### src/rtl/imem_loader.sv
// Boot-time instruction memory loader: parses a length-prefixed big-endian word stream into write strobes.
// Define IMEM_LOAD_CHECKSUM_EN to append and verify an XOR checksum byte after the data words.
module imem_loader #(
  parameter int PC_WIDTH   = 8,
  parameter int ADDR_WIDTH = 4
) (
  input  logic                clk,
  input  logic                rst,
  input  logic                start,
  input  logic [7:0]          in_data,
  input  logic                in_valid,
  output logic                in_ready,
  output logic [PC_WIDTH-1:0] mem_addr,
  output logic [15:0]         mem_wdata,
  output logic                mem_wen,
  output logic                cpu_hold,
  output logic                busy,
  output logic                done,
  output logic                overflow,
  output logic                csum_err
);

  localparam logic [16:0] DEPTH_W = 17'(1) << ADDR_WIDTH;

  typedef enum logic [2:0] {
    S_IDLE,
    S_CNT_HI,
    S_CNT_LO,
    S_DAT_HI,
    S_DAT_LO,
    S_WRITE,
    S_DONE
`ifdef IMEM_LOAD_CHECKSUM_EN
    , S_CSUM
`endif
  } state_t;

`ifdef IMEM_LOAD_CHECKSUM_EN
  localparam state_t S_END = S_CSUM;
`else
  localparam state_t S_END = S_DONE;
`endif

  state_t                state_q, state_d;
  logic [15:0]           cnt_q;
  logic [ADDR_WIDTH-1:0] addr_q;
  logic                  xfer;

  assign xfer     = in_ready & in_valid;
  assign busy     = (state_q != S_IDLE);
  assign cpu_hold = busy;
  assign mem_addr = PC_WIDTH'(addr_q);

  always_ff @(posedge clk or posedge rst) begin
    if (rst) state_q <= S_IDLE;
    else     state_q <= state_d;
  end

  always_comb begin
    state_d  = state_q;
    in_ready = 1'b0;
    mem_wen  = 1'b0;
    done     = 1'b0;
    case (state_q)
      S_IDLE:   if (start) state_d = S_CNT_HI;
      S_CNT_HI: begin
        in_ready = 1'b1;
        if (in_valid) state_d = S_CNT_LO;
      end
      S_CNT_LO: begin
        in_ready = 1'b1;
        if (in_valid) state_d = ({cnt_q[15:8], in_data} == 16'd0) ? S_END : S_DAT_HI;
      end
      S_DAT_HI: begin
        in_ready = 1'b1;
        if (in_valid) state_d = S_DAT_LO;
      end
      S_DAT_LO: begin
        in_ready = 1'b1;
        if (in_valid) state_d = S_WRITE;
      end
      // cnt_q still holds the pre-decrement remaining count here
      S_WRITE: begin
        mem_wen = 1'b1;
        state_d = (cnt_q == 16'd1) ? S_END : S_DAT_HI;
      end
`ifdef IMEM_LOAD_CHECKSUM_EN
      S_CSUM: begin
        in_ready = 1'b1;
        if (in_valid) state_d = S_DONE;
      end
`endif
      S_DONE: begin
        done    = 1'b1;
        state_d = S_IDLE;
      end
      default: state_d = S_IDLE;
    endcase
  end

  always_ff @(posedge clk or posedge rst) begin
    if (rst) begin
      cnt_q     <= '0;
      addr_q    <= '0;
      mem_wdata <= '0;
      overflow  <= 1'b0;
    end else begin
      case (state_q)
        S_IDLE: if (start) begin
          addr_q   <= '0;
          overflow <= 1'b0;
        end
        S_CNT_HI: if (xfer) cnt_q[15:8] <= in_data;
        S_CNT_LO: if (xfer) begin
          cnt_q[7:0] <= in_data;
          overflow   <= ({1'b0, cnt_q[15:8], in_data} > DEPTH_W);
        end
        S_DAT_HI: if (xfer) mem_wdata[15:8] <= in_data;
        S_DAT_LO: if (xfer) mem_wdata[7:0]  <= in_data;
        // address wraps modulo depth so oversized loads overwrite from 0
        S_WRITE: begin
          addr_q <= addr_q + 1'b1;
          cnt_q  <= cnt_q - 16'd1;
        end
        default: ;
      endcase
    end
  end

`ifdef IMEM_LOAD_CHECKSUM_EN
  logic [7:0] csum_q;

  always_ff @(posedge clk or posedge rst) begin
    if (rst) begin
      csum_q   <= '0;
      csum_err <= 1'b0;
    end else begin
      case (state_q)
        S_IDLE: if (start) begin
          csum_q   <= '0;
          csum_err <= 1'b0;
        end
        S_DAT_HI, S_DAT_LO: if (xfer) csum_q <= csum_q ^ in_data;
        S_CSUM: if (xfer) csum_err <= (in_data != csum_q);
        default: ;
      endcase
    end
  end
`else
  assign csum_err = 1'b0;
`endif

endmodule

### config.mk
export PLATFORM = sky130hd
export DESIGN_NAME = imem_loader
export DESIGN_NICKNAME = d
export VERILOG_FILES = /design/src/rtl/imem_loader.sv
export SDC_FILE = /design/constraint.sdc
export NUM_CORES = 1
export LEC_CHECK = 0
export CAP_MARGIN = 10
export CORE_MARGIN = 3
export CORE_UTILIZATION = 55
export DETAILED_ROUTE_END_ITERATION = 8
export HOLD_SLACK_MARGIN = 0.06
export PLACE_DENSITY = 0.85
export SLEW_MARGIN = 20
export SYNTH_ARGS = -nofsm -noshare
export SYNTH_HDL_FRONTEND = slang
export SYNTH_SLANG_ARGS = --single-unit
### constraint.sdc
create_clock -name clk -period 2.9 [get_ports clk]
set_input_delay 0.58 -clock clk [delete_from_list [all_inputs] [get_ports clk]]
set_output_delay 0.58 -clock clk [all_outputs]
set_load 0.1 [all_outputs]
==> results.toml, run 1 <==
[worst_setup_path]
cp_data_arrival_time_ns = 2.40
endpoint_kind = "flip-flop"
crit_type = "in2reg"
reg2regPathDepth = 4
cp-start-kind = "input pin"
cp_max_fo = 5
cp_data_required_time_ns = 3.09
r2r_setup_slack_ns = 0.90

[finish]
antenna_cells = 0
fillCellCount = 293
stdcell_area_um2 = 2600
drive_gt1_frac = 0.240
final_cell_count_no_fill = 306
seq_area_um2 = 1000
multi_input_area_um2 = 1050
layout.nets = 272
area_delta_synth_final_pct = 21.7

[hold_path]
min_path_cells = 1
hold_path_class = "reg2reg"

[grt]
grt_max_degree = 41
grt_pass1_wl_mm = 8.13
antenna_found_initial = 0
overflow = 0
grt_usage = 0.239
grt_pass1_vias = 1677

[sta]
period_needed_ns = 2.21
grt_setup_unrepaired = "no"
finalCritPeriodShare = 0.763
tns_ns = 0
whs_ns = 0.517
worst_pin_slew_ns = 0.644
clock.fmax_mhz = 452
slew_violations = 0
finClkSkew_ns = 0.00900
relSlewSlack = 0.565
hold_violations = 0
finalSetupViolCount = 0

[clock_tree]
ctsHoldBuffers = 0
clk_pin_slew_worst_paths_ns = 0.07
cts_root_buf = "clkbuf_8"
clk_latency_ns = 0.30
cts_tree = "built"
cts_buffers = 5
cts_buffer_depth = 2
clkSinkCount = 40
cts.repair.resized = 0
htreeDepth = 2
post_cts_buffers = 0

[run]
cap_violations = 0

[synthesis]
async_reset_ff_frac = 1.00
yosys_warnings = 0
synth-edff-count = 0
yosys.area.top_type_share = 0.469
ys_ff_latch = 40
ys_top_cells_by_area = "dfrtp_1, mux2_2, a21oi_1, o21ai_0, nand2_1"
synth.distinct_cells = 48
synth_ff_type = "dfrtp_1"
synth_area_per_cell_um2 = 9.88
synth_area_leader_cell = "dfrtp_1"
syn_area_um2 = 2130
seq_area_frac_synth = 0.469
synth_cells = 216

[die]
io_pins = 43
die_h_um = 68.3
die-area_um2 = 4660
placeableCoreArea_um2 = 3690
initial_core_util = 0.578
num_rows = 22
fp.dieW_um = 68.3

[route]
dr.pass1.iters = 4
drc_errors = 0
vias = 1820
wl_per_cell_um = 16.1
first_iter_violations = 191
via_per_inst = 5.95
detail-route-antenna-nets = 0
wl_mm = 4.93

[place]
gp_congestion = 0.875
dp_cells = 298
hpwl_mm = 3.62
io_buffers = 37
place_area_um2 = 2510

[status]
status = "completed"
through the flow:
step	setup WS [ns]	util
detailed placement	0.355	0.681
finish	0.686	0.704
floorplan	0.0516	-
CTS	0.670	0.704
global route	0.571	0.704
global placement	0.355	0.681
placed cells by master, fill, tap and decap left out, types with 2 or more instances in the layout:
cell type and n:
dfrtp_1 40, buf_4 33, nand2_1 18, mux2_2 16, nor2_1 15, o21ai_0 14
a21oi_1 14, nand3_1 11, clkdlybuf4s50_1 11, inv_1 7, or4_1 7, conb_1 5
clkbuf_8 5, nor4_1 4, o22a_1 4, a31oi_1 3, o211ai_1 3, nor3_1 3
mux2i_1 3, a22oi_1 3, ha_1 3, nor2b_1 2, and3_1 2, nand3b_1 2
o21a_1 2, or3b_2 2, clkbuf_1 2
kinds of logic (layout without fill, tap and decap cells):
group,Yosys count,after routing,synth area share
simple gates,73,73,0.184
buf+inv,22,60,0.0499
xor+xnor,2,2,0.00821
flops,40,40,0.469
compound gates,56,56,0.171
mux,19,19,0.0985
other cells,1,5,0.00176
fa+ha+maj,3,3,0.0176
cell usage after synthesis, types with 2 or more instances:
cell,count
nor2_1,15
and3_1,2
a21oi_1,14
inv_1,7
nand2_1,18
o22a_1,4
or3b_2,2
nand3b_1,2
nand3_1,11
clkbuf_1,7
or4_1,7
mux2_2,16
o21a_1,2
mux2i_1,3
o21ai_0,14
nor4_1,4
a31oi_1,3
o211ai_1,3
nor3_1,3
buf_4,6
ha_1,3
dfrtp_1,40
nor2b_1,2
nor3b_1,2
a22oi_1,3
flip-flops by register name, indices dropped and copies added, names as in the netlist:
signal / count
cnt_q: 16
mem_wdata: 16
overflow: 1
addr_q: 4
state_q: 3
layout make-up:
type	count	share of cell area
multi-input cells	158	0.403
clock inverters	1	0.00337
repair buffers	45	0.146
inverters	7	0.0101
well taps	48	0.0231
flip-flops and latches	40	0.386
clock buffers	7	0.0294
worst paths after layout:
kind | from | endpoint
worst min register to register | mem_wdata[3]$_DFFE_PP0P_ | mem_wdata[3]$_DFFE_PP0P_
worst max register to register | cnt_q[2]$_DFFE_PP0P_ | cnt_q[13]$_DFFE_PP0P_
worst min-delay path | mem_wdata[3]$_DFFE_PP0P_ | mem_wdata[3]$_DFFE_PP0P_
min in group asynchronous | rst | mem_wdata[8]$_DFFE_PP0P_
worst max-delay path | in_data[0] | overflow$_DFFE_PP0P_
max in group asynchronous | rst | cnt_q[11]$_DFFE_PP0P_
worst max-delay path, stage by stage:
cell,delay [ns]
clkdlybuf4s50_1,0.49
or4_1,0.59
a2111oi_0,0.41
a21oi_1,0.12
a31o_2,0.22
layer usage:
layer,global-route usage,share of wire,up-vias
met5,0,0,-
met4,0.0571,0.0047,0
met3,0.0755,0.073,5
met2,0.368,0.49,75
met1,0.327,0.43,868
li1,-,-,872
Power of run 1 is left out: the tool's default activity adds up to more than one toggle a clock period on the data nets, which glitch-free logic cannot reach.
==> inputs of run 2 (changes only) <==
CORE_UTILIZATION = 46   (was 55)
PLACE_DENSITY = 0.75   (was 0.85)
clock period = 1.9 ns   (was 2.9 ns; I/O delays follow)
==> run 2 against run 1 <==
Net effect:
- non-clock buffer count grew 32
- first-iteration DRC count is the same
- count of clock-buffer cells in the layout shrank 1
- worst setup slack lost 0.64 ns
- design area grew 17%
- clock skew shrank 0.0043 ns
- routed wire length grew 16%
- sequential share of layout area shrank 5.6 points
- global-route usage shrank 1.8 points
- critical path depth is the same
- cell count grew 12%
==> results.toml, run 2 (synthesized netlist as in run 1, its figures left out) <==
[sta]
finalCritPeriodShare = 0.974
hold_violations = 0
finClkSkew_ns = 0.00466
slew_violations = 0
period_needed_ns = 1.85
clock.fmax_mhz = 540
finalSetupViolCount = 0
grt_setup_unrepaired = "no"
setup_slack_ns = 0.0488

[status]
status = "completed"

[clock_tree]
htreeDepth = 2
cts_root_buf = "clkbuf_8"
cts_buffers = 5
cts_buffer_depth = 2
cts_tree = "built"
clk_latency_ns = 0.29
clk_pin_slew_worst_paths_ns = 0.08
clkSinkCount = 40

[worst_setup_path]
cp_slowest_cell = "or4_4"
cp_data_arrival_time_ns = 2.04
cp_cell_sequence = "clkdlybuf4s50_1 > or4_4 > a2111oi_4 > a21oi_1 > a31o_2"
cp-start-kind = "input pin"
cp_data_required_time_ns = 2.09
crit_type = "in2reg"
endpoint_kind = "flip-flop"
slowest_delay_ns = 0.58
cp_max_fo = 2

[grt]
grt_usage = 0.221
grt_pass1_wl_mm = 9.27
grt_pass1_vias = 1938
antenna_found_initial = 0
grt_max_degree = 41
overflow = 0

[die]
fp.dieW_um = 74.1
die_h_um = 74.1
num_rows = 24
initial_core_util = 0.483
placeableCoreArea_um2 = 4410
io_pins = 43
die-area_um2 = 5490

[run]
cap_violations = 0

[finish]
layout.nets = 304
antenna_cells = 0
final_common_cell = "buf_4"
utilization = 0.689
area_delta_synth_final_pct = 42.5
top_regs = "cnt_q (16), mem_wdata (16), addr_q (4)"
drive_gt1_frac = 0.372
final_cell_mix = "buf_4, dfrtp_1, nand2_1, mux2_2"
final_cell_count_no_fill = 342

[route]
via_per_inst = 5.78
dr.pass1.iters = 4
wl_per_cell_um = 16.8
first_iter_violations = 191
wl_mm = 5.74
detail-route-antenna-nets = 0
drc_errors = 0
vias = 1976

[place]
dp_slack_ns = -0.478
dp_cells = 333
io_buffers = 37
gp_congestion = 0.862
hpwl_mm = 4.19

[hold_path]
hold_path_class = "in2async"
==> run 2: cell count changes in the layout (fill, tap and decap cells not counted), sizes merged <==
cell	delta
clkbuf	-1
clkinv	+1
buf	+32
==> run 2: stage by stage <==
stage / instance area, um2 / hold slack, ns / TNS (ns)
floorplan: 2160 / 0.493 / -1.15
global placement: 2880 / 0.490 / -0.389
detailed placement: 2880 / 0.498 / -0.627
CTS: 3010 / 0.460 / 0
global route: 3040 / 0.493 / 0
finish: 3040 / 0.446 / 0
==> run 2: final timing paths <==
path	from	slack (ns)	end	cells after the start
worst min-delay path	rst	0.45	mem_wdata[7]$_DFFE_PP0P_	3
worst min register to register	mem_wdata[3]$_DFFE_PP0P_	0.51	mem_wdata[3]$_DFFE_PP0P_	1
max in group asynchronous	rst	1.23	state_q[1]$_DFFE_PP0P_	3
worst max register to register	cnt_q[4]$_DFFE_PP0P_	0.05	cnt_q[9]$_DFFE_PP0P_	4
worst max-delay path	in_data[0]	0.05	overflow$_DFFE_PP0P_	5
min in group clk	mem_wdata[3]$_DFFE_PP0P_	0.51	mem_wdata[3]$_DFFE_PP0P_	1
==> run 2: critical path, delay by kind of cell <==
| family | cells | cell delay, ns |
|---|---|---|
| AO/OA/AOI/OAI | 3 | 0.64 |
| AND/OR/NAND/NOR | 1 | 0.58 |
| buffers and inverters | 1 | 0.43 |
==> run 2: repair_timing <==
item,4_1_cts,5_1_grt
buffers inserted,1,0
hold buffers,0,0
pin swaps,0,2
gates resized for setup,7,8
setup endpoints to repair,5,9
endpoints found under the hold margin,0,0
==> run 2: metal layers <==
metal / track usage / vias to the layer above / wire (um)
met5: 0 / - / 0
met4: 0.0684 / 0 / 89
met3: 0.0541 / 12 / 510
met2: 0.380 / 89 / 2900
met1: 0.274 / 934 / 2240
li1: - / 941 / -
==> run 2: cell type report <==
class                           instances  area [um2]
Fill cell                             315        1370
Multi-Input combinational cell        158        1110
Sequential cell                        40        1000
Timing Repair Buffer                   77         743
Clock buffer                            6        82.6
Tap cell                               52        65.1
Inverter                                7        26.3
Clock inverter                          2        10.0
Power of run 2 is left out for the same reason.
==> inputs of run 3 (changes only) <==
CAP_MARGIN = unset   (was 10)
==> results of run 3 <==
Final layout, timing and power as in run 2 (identical DEF).
Power of run 3 is left out for the same reason.
